===== config.mk =====
export PLATFORM = sky130hd
export DESIGN_NAME = regfile_read_sequencer
export DESIGN_NICKNAME = d
export VERILOG_FILES = /design/src/rtl/regfile_read_sequencer.sv
export SDC_FILE = /design/constraint.sdc
export NUM_CORES = 1
export LEC_CHECK = 0
export CAP_MARGIN = 5
export CORE_UTILIZATION = 42
export DETAILED_ROUTE_END_ITERATION = 8
export HOLD_SLACK_MARGIN = 0.08
export PLACE_DENSITY_LB_ADDON = 0.08
export SYNTH_ARGS = -nofsm -noshare
export SYNTH_HDL_FRONTEND = slang
export SYNTH_SLANG_ARGS = --single-unit
export TNS_END_PERCENT = 5

===== constraint.sdc =====
create_clock -name clk -period 2.2 [get_ports clk]
set_clock_uncertainty 0.2 [all_clocks]
set_input_delay 0.44 -clock clk [delete_from_list [all_inputs] [get_ports clk]]
set_output_delay 0.44 -clock clk [all_outputs]
set_load 0.01 [all_outputs]

===== src/rtl/regfile_read_sequencer.sv =====
// regfile_read_sequencer: drives one-hot enable/load strobes of a tri-state register array and captures its read buses.
// Optional build macro ZERO_REG_EN: index 0 is hardwired zero (no enable, no load, reads return 0).
module regfile_read_sequencer #(
    parameter int NREGS = 32,
    parameter int XLEN  = 32,
    parameter int AW    = 5
) (
    input  logic             clk,
    input  logic             reset_n,
    input  logic             rd_req_valid,
    output logic             rd_req_ready,
    input  logic [AW-1:0]    rs1_idx,
    input  logic [AW-1:0]    rs2_idx,
    output logic             rd_rsp_valid,
    input  logic             rd_rsp_ready,
    output logic [XLEN-1:0]  rs1_data,
    output logic [XLEN-1:0]  rs2_data,
    input  logic             wr_valid,
    output logic             wr_ready,
    input  logic [AW-1:0]    wr_idx,
    input  logic [XLEN-1:0]  wr_data,
    output logic [NREGS-1:0] reg_out0_en,
    output logic [NREGS-1:0] reg_out1_en,
    output logic [NREGS-1:0] reg_load,
    output logic [XLEN-1:0]  reg_data_in,
    input  logic [XLEN-1:0]  bus0,
    input  logic [XLEN-1:0]  bus1,
    output logic             busy
);
    typedef enum logic [1:0] {IDLE, WRITE, DRIVE, RESP} state_t;
    state_t state_q, state_d;
    logic [NREGS-1:0] reg_out0_en_q, reg_out0_en_d, reg_out1_en_q, reg_out1_en_d, reg_load_q, reg_load_d;
    logic [XLEN-1:0] reg_data_in_q, reg_data_in_d, rs1_data_q, rs1_data_d, rs2_data_q, rs2_data_d;
    logic rd_rsp_valid_q, rd_rsp_valid_d;

    // Indices past the array shift out of the vector, so they select nothing.
    function automatic logic [NREGS-1:0] onehot(input logic [AW-1:0] idx);
`ifdef ZERO_REG_EN
        onehot = (idx == '0) ? '0 : ({{(NREGS-1){1'b0}}, 1'b1} << idx);
`else
        onehot = {{(NREGS-1){1'b0}}, 1'b1} << idx;
`endif
    endfunction

    // Next state and registered outputs; a read with no enable set captures 0 instead of the floating bus.
    always_comb begin
        state_d        = state_q;
        reg_load_d     = '0;
        reg_data_in_d  = '0;
        reg_out0_en_d  = '0;
        reg_out1_en_d  = '0;
        rs1_data_d     = rs1_data_q;
        rs2_data_d     = rs2_data_q;
        rd_rsp_valid_d = rd_rsp_valid_q;
        case (state_q)
            IDLE: begin
                if (wr_valid) begin
                    state_d       = WRITE;
                    reg_load_d    = onehot(wr_idx);
                    reg_data_in_d = wr_data;
                end else if (rd_req_valid) begin
                    state_d       = DRIVE;
                    reg_out0_en_d = onehot(rs1_idx);
                    reg_out1_en_d = onehot(rs2_idx);
                end
            end
            WRITE: state_d = IDLE;
            DRIVE: begin
                state_d        = RESP;
                rs1_data_d     = |reg_out0_en_q ? bus0 : '0;
                rs2_data_d     = |reg_out1_en_q ? bus1 : '0;
                rd_rsp_valid_d = 1'b1;
            end
            RESP: begin
                state_d        = rd_rsp_ready ? IDLE : RESP;
                rd_rsp_valid_d = !rd_rsp_ready;
            end
            default: state_d = IDLE;
        endcase
    end

    // State and output registers; reset drops every bus drive immediately.
    always_ff @(posedge clk or negedge reset_n) begin
        if (!reset_n) begin
            state_q        <= IDLE;
            reg_load_q     <= '0;
            reg_data_in_q  <= '0;
            reg_out0_en_q  <= '0;
            reg_out1_en_q  <= '0;
            rs1_data_q     <= '0;
            rs2_data_q     <= '0;
            rd_rsp_valid_q <= 1'b0;
        end else begin
            state_q        <= state_d;
            reg_load_q     <= reg_load_d;
            reg_data_in_q  <= reg_data_in_d;
            reg_out0_en_q  <= reg_out0_en_d;
            reg_out1_en_q  <= reg_out1_en_d;
            rs1_data_q     <= rs1_data_d;
            rs2_data_q     <= rs2_data_d;
            rd_rsp_valid_q <= rd_rsp_valid_d;
        end
    end

    assign wr_ready     = state_q == IDLE;
    assign rd_req_ready = (state_q == IDLE) && !wr_valid;
    assign busy         = state_q != IDLE;
    assign reg_load     = reg_load_q;
    assign reg_data_in  = reg_data_in_q;
    assign reg_out0_en  = reg_out0_en_q;
    assign reg_out1_en  = reg_out1_en_q;
    assign rs1_data     = rs1_data_q;
    assign rs2_data     = rs2_data_q;
    assign rd_rsp_valid = rd_rsp_valid_q;
endmodule


==> results of run 1 <==
-- cell families (layout without fill, tap and decap cells) --
group	count (synthesis)	after routing	share of synthesized area
compound gates	67	67	0.0485
buf+inv	39	364	0.0259
flops	195	195	0.706
simple gates	338	338	0.219
-- worst max path at each step --
stage	from	endpoint	slack, ns	cells past startpoint
after CTS	state_q[1]$_DFFE_PN0P_	rd_req_ready	0.05	3
after global routing	state_q[1]$_DFFE_PN0P_	rd_req_ready	0.01	3
after floorplan	state_q[1]$_DFFE_PN0P_	wr_ready	0.50	4
after global placement	wr_valid	reg_out0_en[31]$_DFF_PN0_	-0.16	7
final	state_q[1]$_DFFE_PN0P_	rd_req_ready	0.07	3
after detailed placement	wr_valid	reg_out0_en[30]$_DFF_PN0_	-0.21	7
-- cells in the mapped netlist, drive strengths merged --
cell | count | share of area
dfrtp | 195 | 0.71
nand2 | 149 | 0.081
nor2 | 105 | 0.059
o21ai | 67 | 0.049
and3 | 32 | 0.030
buf | 18 | 0.012
clkbuf | 16 | 0.0098
nor4 | 16 | 0.014
nand3 | 8 | 0.0072
nor2b | 7 | 0.0063
nand2b | 5 | 0.0045
nand4 | 5 | 0.0045
or2 | 4 | 0.0036
inv | 3 | 0.0016
and2 | 2 | 0.0018
clkdlybuf4s25 | 2 | 0.0029
or2b | 2 | 0.0024
nor3 | 1 | 0.0014
nor4b | 1 | 0.0013
or4b | 1 | 0.0020
-- per-stage QoR --
step | hold WS, ns | setup slack (ns) | total power, W | util | cells
6_report | 0.275 | 0.0726 | 0.0107 | 0.687 | 1180
5_1_grt | 0.303 | 0.0148 | 0.0113 | 0.687 | 1180
4_1_cts | 0.284 | 0.0543 | 0.0108 | 0.687 | 1180
3_5_place_dp | 0.231 | -0.211 | 0.00758 | 0.647 | 1148
3_3_place_gp | 0.222 | -0.159 | 0.00749 | 0.647 | 1148
2_1_floorplan | -0.0556 | 0.500 | 0.00567 | - | 639
-- area by class of cell --
class                           instances  area share
Inverter                                3     0.00102
Multi-Input combinational cell        405       0.170
Tap cell                              216      0.0246
Timing Repair Buffer                  330       0.303
Clock buffer                           21      0.0428
Sequential cell                       195       0.444
Clock inverter                         10      0.0141
-- layout by cell type, fill, tap and decap left out, types with 3 or more instances in the layout --
master and n:
nand3_1 6, nor4_1 16, buf_12 6, or2_2 3, nor2b_1 6, nand2_1 149, clkbuf_8 4, and3_2 3
and3_1 29, o21ai_0 67, bufinv_16 4, dlygate4sd2_1 3, clkbuf_16 17, clkdlybuf4s50_1 307, clkinv_2 4, nor2_1 101
dfrtp_1 195, nand4_1 5, buf_4 12, nand2b_1 4, inv_1 3
-- critical path: stages, from the launching register on --
cell	delay [ns]
dfrtp_1	0.38
or2_4	0.29
nor2_1	0.10
dlygate4sd2_1	0.30
-- metal layers --
layer,vias to the layer above,share of wire,wire (um),global-route usage
met4,0,0.017,345,0.0821
met3,26,0.090,1860,0.0873
met2,221,0.50,10400,0.410
met1,2819,0.39,8050,0.296
met5,-,0,0,0
li1,2690,-,-,-
-- what timing repair did --
| action | 4_1_cts | 5_1_grt |
|---|---|---|
| hold endpoints to repair | 47 | 0 |
| resized for setup | 4 | 0 |
| hold buffers | 1 | 0 |
| setup endpoints to repair | 3 | 0 |
-- flip-flops by register name (all words and copies together) (netlist names) --
register,flops
rd_rsp_valid,1
reg_data_in,32
reg_load,32
reg_out0_en,32
reg_out1_en,32
rs1_data,32
rs2_data,32
state_q,2
-- report_power, final --
group          switching (W)  internal [W]
Combinational        0.00157       0.00152
Sequential          0.000260       0.00412
Clock                0.00126       0.00198
==> metrics.txt, run 1 <==
Hold Crit Class flip-flop to flip-flop; Max FO, Critical Path 5; hold endpoint rs2_data[1]$_DFFE_PN0P_; layout cell share with drive strength beyond 1 0.0695; first-pass GRT wire length 30800 um; antenna viol nets, final 0; Cell Rows 46; via count 5756; fin. max-slew vios 0; Filler cells 1280; R2R cell count 5; maximum root-to-sink buffer count 2; Syn Area/Cell 10.8 um2; Clock Tree Root clkbuf_16; die area 17000 um2; MaxCap Viol Count 0; Sink Count 195; maximum vdd drop 0.521 mV; Area growth, synth to finish 59.0%; Mapped Area 6910 um2; area of the multi-input gates 1870 um2; IO buf count 311; First DRT Iteration DRCs 307; gpl congestion 0.835; cell count after synthesis 639; FF+latch area 4880 um2; CP endpoint kind output pin; Yosys cell types 27; fin crit period 2.13 ns; vias in the first global route 5708; drt drc 0; crit path kind flip-flop to output pin; Least-Margin Pin Slew 0.467 ns; Setup Fix Bufs, Post-CTS 0; Reg2Reg Capture Point rs1_data[25]$_DFFE_PN0P_; First-pass DRT Iterations 5; Synthesis Warnings 0; Routed WL 20700 um; r2r startpoint reg_out0_en[17]$_DFF_PN0_; Clk Latency, worst-skew pair 0.42 ns; WP data required 1.56 ns; detailed placer's ending HPWL 15300 um; largest net degree at the start of global routing 65; TritonCTS Buffers 17; status finished, final reports clean; CP Launch Type flip-flop; hold wc startpoint rs2_data[1]$_DFFE_PN0P_; GR Overflow Total 0; FF-to-FF setup slack 0.29 ns; net count after synthesis 755; Hold Vio Cnt, Final 0; antenna violations before repair 0; routed len/inst 17.5 um; achievable frequency 470 MHz; Initial Util 0.432; Arrival @ worst endpoint 1.49 ns; RSZ-0062 raised after global routing false; num ports 312; endpoints failing setup 0; Total GRT Usage 0.246; via density per instance 4.88; NumNets Final 1068; Non-Filler Cell Area, Final 11000 um2; H-Tree Depth 4; Antenna Cells 0; CTS tree done; Leak Pwr 4.93 nW; Seq/Total Area, Yosys 0.706; Die Wd 130 um; clock slew at reported path FFs 0.06 ns; total core area 16000 um2; register bit total from synthesis 195; Hold Path Cell Cnt 2; Rel. slew slack 0.689; DP Area 10400 um2; die extent in y 130 um; TNS Setup 0 ns; Tcrit/Tclk final 0.967; PwrDens 975 nW/um2
(Power assumes the default switching activity.)
==> run 2, diff against run 1 <==
--- a/config.mk
+++ b/config.mk
@@ -13,4 +13,4 @@
 export SYNTH_ARGS = -nofsm -noshare
 export SYNTH_HDL_FRONTEND = slang
 export SYNTH_SLANG_ARGS = --single-unit
-export TNS_END_PERCENT = 5
+export TNS_END_PERCENT = 20
==> results of run 2 <==
Same layout as run 1: the final DEF is identical, and so are final timing and power.
